File: src/rtl/mul_seq32.sv
`default_nettype none
// ============================================================================
//  Module   : mul_seq32
//  Purpose  : Sequential radix-2 shift-add multiplier, WIDTH x WIDTH -> 2*WIDTH,
//             one multiplier bit per clock after a single load cycle.
//             Optional signed mode: define MUL_SIGNED_EN.
//  Revision : 1.0  initial release
// ============================================================================
module mul_seq32 #(
   parameter int WIDTH = 32
) (
   input  logic                 clk,
   input  logic                 rst,
   input  logic                 start,
   input  logic [WIDTH-1:0]     A,
   input  logic [WIDTH-1:0]     B,
   output logic [2*WIDTH-1:0]   result,
   output logic                 busy,
   output logic                 done
);

   localparam int              CW     = $clog2(WIDTH) + 1;
   localparam logic [CW-1:0]   c_last = CW'(WIDTH - 1);
   localparam logic [CW-1:0]   c_one  = CW'(1);

   logic [WIDTH-1:0]    r_mcand;
   logic [2*WIDTH-1:0]  r_acc;
   logic [CW-1:0]       r_count;
   logic                r_busy;
   logic                r_done;
   logic [2*WIDTH-1:0]  r_result;

   logic [WIDTH:0]      w_sum;
   logic [2*WIDTH-1:0]  w_acc_next;
   logic [2*WIDTH-1:0]  w_final;
   logic [WIDTH-1:0]    w_load_a;
   logic [WIDTH-1:0]    w_load_b;

   // Upper half plus multiplicand keeps its carry, which becomes the new MSB after the shift
   always_comb begin
      w_sum      = {1'b0, r_acc[2*WIDTH-1:WIDTH]} + (r_acc[0] ? {1'b0, r_mcand} : '0);
      w_acc_next = {w_sum, r_acc[WIDTH-1:1]};
   end

`ifdef MUL_SIGNED_EN
   logic r_sign;

   // The most-negative value negates to itself, which is already its correct unsigned magnitude
   assign w_load_a = A[WIDTH-1] ? (~A + WIDTH'(1)) : A;
   assign w_load_b = B[WIDTH-1] ? (~B + WIDTH'(1)) : B;
   assign w_final  = r_sign ? (~w_acc_next + (2*WIDTH)'(1)) : w_acc_next;

   always_ff @(posedge clk or negedge rst) begin
      if (!rst) begin
         r_sign <= 1'b0;
      end else if (start) begin
         r_sign <= A[WIDTH-1] ^ B[WIDTH-1];
      end
   end
`else
   assign w_load_a = A;
   assign w_load_b = B;
   assign w_final  = w_acc_next;
`endif

   always_ff @(posedge clk or negedge rst) begin
      if (!rst) begin
         r_mcand  <= '0;
         r_acc    <= '0;
         r_count  <= '0;
         r_busy   <= 1'b0;
         r_done   <= 1'b0;
         r_result <= '0;
      end else begin
         r_done <= 1'b0;
         if (start) begin
            r_mcand <= w_load_a;
            r_acc   <= {{WIDTH{1'b0}}, w_load_b};
            r_count <= '0;
            r_busy  <= 1'b1;
         end else if (r_busy) begin
            r_acc   <= w_acc_next;
            r_count <= r_count + c_one;
            if (r_count == c_last) begin
               r_busy   <= 1'b0;
               r_done   <= 1'b1;
               r_result <= w_final;
            end
         end
      end
   end

   assign result = r_result;
   assign busy   = r_busy;
   assign done   = r_done;

endmodule
`default_nettype wire

File: config.mk
export PLATFORM = sky130hd
export DESIGN_NAME = mul_seq32
export DESIGN_NICKNAME = d
export VERILOG_FILES = /design/src/rtl/mul_seq32.sv
export SDC_FILE = /design/constraint.sdc
export NUM_CORES = 1
export LEC_CHECK = 0
export ABC_AREA = 0
export CORE_ASPECT_RATIO = 1.5
export CORE_MARGIN = 10
export CORE_UTILIZATION = 39
export DETAILED_ROUTE_END_ITERATION = 16
export PLACE_DENSITY = 0.75
export SLEW_MARGIN = 0
export SYNTH_ARGS = -nofsm -noshare
export SYNTH_HDL_FRONTEND = slang
export SYNTH_SLANG_ARGS = --single-unit
File: constraint.sdc
create_clock -name clk -period 2.33 [get_ports clk]
set_input_delay 0.233 -clock clk [delete_from_list [all_inputs] [get_ports clk]]
set_output_delay 0.233 -clock clk [all_outputs]
set_load 0.01 [all_outputs]
=== Yosys cells after proc, flatten, opt, wreduce, memory -nomap -nowiden ===
Index checks and enable logic that the tools add are counted.

* Bits in latches: 0
* Memories kept: 0
* Logic and storage cells: 23
* RAM bits: 0
* Bits in read-only memories: 0
* Output and inout bits: 66
* Register bits after elaboration: 168
* Bits of input ports: 67

* Muxes and demuxes: 11
* $lt $le $gt $ge: 0
* Multiply operators: 0
* Shift operators: 0
* Reduce and logical (&&, ||, !) cells: 2
* Add/subtract/negate cells: 2
* Equal/unequal tests: 1
* Div/mod/pow operators: 0
* Bitwise operators: 1

{| class="wikitable"
|+ Operators by type and width
! cell !! count
|-
| $mux 64 || 2
|-
| $add 32x32->33 || 1
|-
| $mux 32 || 1
|-
| $mux 6 || 2
|-
| $add 6x1->6 const B || 1
|-
| $eq 6x5->1 const B || 1
|-
| $mux 1 || 6
|-
| $reduce_and 3->1 || 1
|-
| $reduce_bool 2->1 || 1
|-
| $not 1->1 || 1
|}

=== Depth between registers and ports, before layout ===
* Depth after elaboration: 4
* Depth in mapped cells: 11
* Depth with buffers taken out: 11

=== Worst setup path after synthesis ===
No wires, ideal clock.

* Path type: reg-to-reg
* Start: register r_acc[0]
* End: register r_result[56] (netlist: result[56])
* Path buffers: 1
* Arrival: 2.431 ns
* Stages on the path, launching flop included: 12
* Data required time: 2.199 ns
* Clock period less this slack: 2.562 ns
* Setup time: 0.131 ns
* Slack: -0.232 ns
* Cell sequence: dfrtp_1 clkbuf_1 nand2_1 inv_1 ha_1 a211oi_2 o21ai_2 o211a_4 o21ai_4 o41ai_4 nor4b_2 or3_1

* Longest elaborated chain between the ends: 2

{| class="wikitable"
|+ Ends and longest elaborated chain
! element !! line !! source
|-
| from (decl) || 27 || <nowiki>logic [2*WIDTH-1:0] r_acc;</nowiki>
|-
| from (signal assigned) || 78 || <nowiki>r_acc <= {{WIDTH{1'b0}}, w_load_b};</nowiki>
|-
| from (signal assigned) || 82 || <nowiki>r_acc <= w_acc_next;</nowiki>
|-
| $mux 32 || 41 || <nowiki>w_sum = {1'b0, r_acc[2*WIDTH-1:WIDTH]} + (r_acc[0] ? {1'b0, r_mcand} : '0);</nowiki>
|-
| $add 32x32->33 || 41 ||
|-
| to (signal assigned) || 87 || <nowiki>r_result <= w_final;</nowiki>
|-
| to (decl) || 31 || <nowiki>logic [2*WIDTH-1:0] r_result;</nowiki>
|}

Every way passes these cells.
A chain may end at the register's enable or synchronous reset.

=== Final worst setup path ===
* Start: register r_acc[0]
* End: register r_result[62] (netlist: result[62])

The elaborated chain is that of the path after synthesis.

==> out/qor.txt <==
cell area after synthesis = 0.008723 sq mm
# port buffers = 132
Die Span Y = 203.2 um
Area growth syn-to-layout = 43.92%
Final Hold Vio Count = 0
Final HPWL DP = 18.31 mm
largest net degree at the start of global routing = 59
Synth Instances = 880
ANT nets after route = 0
CTS max path bufs = 2
Critical R2R Launch = r_acc[0]
Worst path max stage delay = 450 ps
worst path bufs/invs = 2
Finished Cell Area = 0.01255 sq mm
Post-synth ARST share = 100.0%
Die ar. = 0.02887 sq mm
synthesized net count = 981
Wirelength per Cell = 18.17 um
total chip power = 0.008396 W
Worst-Skew Late Latency = 440 ps
drt first pass iters = 5
Cell Area, Placed = 0.01130 sq mm
Setup Skew = 13.42 ps
worst-case hold path end point = r_count[2]
placed instance count = 1353
setup violators final = 48
DR DRC count = 0
Synth Area per Inst = 9.913 sq um
CP Class = reg -> reg
WL final = 25.42 mm
outcome = complete, but fails checks
Rows = 67
vias per std cell = 5.238
Rel. slew slack = 65.91%
Arrival @ worst endpoint = 2990 ps
H-tree depth = 4
gr usage total = 17.65%
CP Max Fanout = 16
CP Capture Type = register
Syn. warnings = 0
routed vias = 7328
fin util = 56.51%
GR Overflow Total = 0
antenna cells = 0
Distinct cells, synth = 63
hold path cells = 2
Hold Startpoint = start
setup ws final = -331.8 ps
Finished Layout Cells = 1399
vias in the first global route = 7858
Final Max Tran Viols = 0
most used cell, CP = a31oi_1
fin nets = 1211
Max VDD drop = 0.5449 mV
leakage dissipation = 5.983 nW
Main synth FF type = dfrtp_1
TritonCTS Sinks = 168
PD cells = 668.8 mW/mm^2
Slowest cell on crit path = dfrtp_2
max-cap viol count = 0
initial core utilization = 39.27%
1st-iter DRT viols = 432
R2R depth = 11
layout cells sized above 1 = 29.21%
Horiz. Die Dim = 142.1 um
Final min period = 2662 ps
CTS Buf Count = 17
Core ar. = 0.02222 sq mm
CP top delay family = compound AO/OA/AOI/OAI gates
Worst Tran Pin Value = 511.3 ps
R2R setup slack = -330 ps
max frequency = 375.7 MHz
CP cell instances = buf_12, and2_1, ha_4, nand2_1, o21ai_1, a22oi_2, a31oi_1, buf_4, a31oi_1, xnor2_1, mux2_2
initial antenna violation count = 0
type of origin of the critical path = register
gpl congestion = 0.9362
capturing point of the worst reg2reg path = result[62]
first-pass GRT wire length = 41.10 mm
register area share after synthesis = 48.19%
clock slew at reported path FFs = 70 ps
Post-synth EDFFs = 0
RSZ-0062 raised after global routing = true
Fin Hold WS = 204.4 ps
final worst-path cycle share = 114.2%
Root Driver = clkbuf_16
failing checks = negative setup slack
min-delay worst type = in -> reg
io pins = 133
Worst Path Required = 2650 ps
Synth Register Bits = 168
CTS tree = done
layout make-up:
class / count / area, sq um
Sequential cell: 168 / 4207
Inverter: 9 / 33.78
Fill cell: 1870 / 9661
Tap cell: 276 / 345.3
Multi-Input combinational cell: 651 / 5004
Timing Repair Buffer: 263 / 2386
Clock inverter: 14 / 150.1
Clock buffer: 18 / 429.2
logic make-up (layout without fill, tap and decap cells):
logic type      Yosys count  after routing  share of synthesized area [%]
flops                   168            168                          48.19
compound gates          176            176                          13.74
buf+inv                  61            304                          2.883
simple gates            322            322                          16.28
mux                      92             92                          11.23
fa+ha+maj                34             34                          4.963
xor+xnor                 27             27                          2.711
metrics by stage:
stage | setup TNS, ps | setup slack (ps)
global placement | -7951 | -313.6
detailed placement | -10280 | -359.5
CTS | -5613 | -290.0
finish | -7166 | -331.8
global route | -12020 | -454.1
floorplan | -310.6 | -116.7
flip-flops by register name (all words and copies together), names as in the netlist:
| signal | flops |
|---|---|
| busy | 1 |
| result | 64 |
| r_mcand | 32 |
| r_count | 6 |
| r_acc | 64 |
| done | 1 |
per-layer routing:
layer  GRT usage, %  up-vias  share of wire (%)
met1          19.07     3597                 38
met2          32.04      165                 55
met5              0        -                  0
met4          7.504        0                2.7
met3          3.934       36                4.5
li1               -     3530                  -
power by group:
part / leakage [nW] / switching (W) / internal (W)
registers: 2.19 / 0.000201 / 0.00313
clock network: 0.286 / 0.00139 / 0.00144
logic: 3.51 / 0.00108 / 0.00115
total: 5.98 / 0.00267 / 0.00573
repair_timing:
action                     in CTS  in global routing
gates resized for setup        55                 47
setup endpoints to repair      48                 52
pin swaps                      14                  8
hold buffers                    1                  0
setup buffers                   4                  9
hold endpoints to repair       29                  0
gates cloned                    0                  0
synthesized netlist by cell type, types with 3 or more instances:
library cell | count | area, sq um
nor4_1 | 4 | 25.02
inv_1 | 8 | 30.03
a211oi_1 | 5 | 37.54
xnor2_1 | 13 | 113.9
a21o_1 | 8 | 60.06
clkbuf_1 | 35 | 131.4
nor2_1 | 39 | 146.4
a221o_1 | 3 | 30.03
a21oi_2 | 3 | 26.28
o31ai_1 | 3 | 22.52
ha_1 | 33 | 412.9
mux2_2 | 47 | 529.3
buf_1 | 3 | 11.26
dfrtp_1 | 168 | 4204
o21ai_0 | 51 | 255.2
nand2b_1 | 4 | 25.02
mux2i_1 | 45 | 450.4
a31o_1 | 3 | 26.28
o21ai_1 | 8 | 40.04
and2_1 | 34 | 212.7
o21bai_1 | 4 | 30.03
nand2_1 | 197 | 739.5
o211ai_1 | 4 | 30.03
xor2_1 | 14 | 122.6
buf_2 | 12 | 60.06
or3_1 | 6 | 37.54
nor2b_1 | 3 | 18.77
nand4_1 | 13 | 81.33
a22o_1 | 15 | 131.4
a21oi_1 | 33 | 165.2
and3_1 | 3 | 18.77
nand3_1 | 11 | 55.05
nor3_1 | 4 | 20.02
a31oi_1 | 7 | 43.79
o21a_1 | 4 | 30.03
cell usage in the layout (no fill, tap or decap), drive strengths merged, types with 6 or more instances in the layout:
| master | count |
|---|---|
| a211oi | 6 |
| a21o | 9 |
| a21oi | 36 |
| a22o | 15 |
| a31oi | 7 |
| and2 | 34 |
| buf | 132 |
| clkbuf | 18 |
| clkdlybuf4s50 | 130 |
| dfrtp | 168 |
| ha | 33 |
| inv | 19 |
| mux2 | 47 |
| mux2i | 45 |
| nand2 | 197 |
| nand3 | 11 |
| nand4 | 13 |
| nor2 | 39 |
| o21ai | 62 |
| or3 | 6 |
| xnor2 | 13 |
| xor2 | 14 |
how the worst max path moves through the flow:
stage	startpoint	endpoint	slack [ps]	depth (start not counted)
2_1_floorplan	r_acc[0]	result[56]	-120	11
3_3_place_gp	r_acc[0]	result[62]	-310	11
3_5_place_dp	r_acc[0]	result[62]	-360	11
4_1_cts	r_acc[0]	result[62]	-290	11
5_1_grt	r_acc[0]	result[62]	-450	11
6_report	r_acc[0]	result[62]	-330	11
No activity file was read; power rests on OpenSTA's default activity.
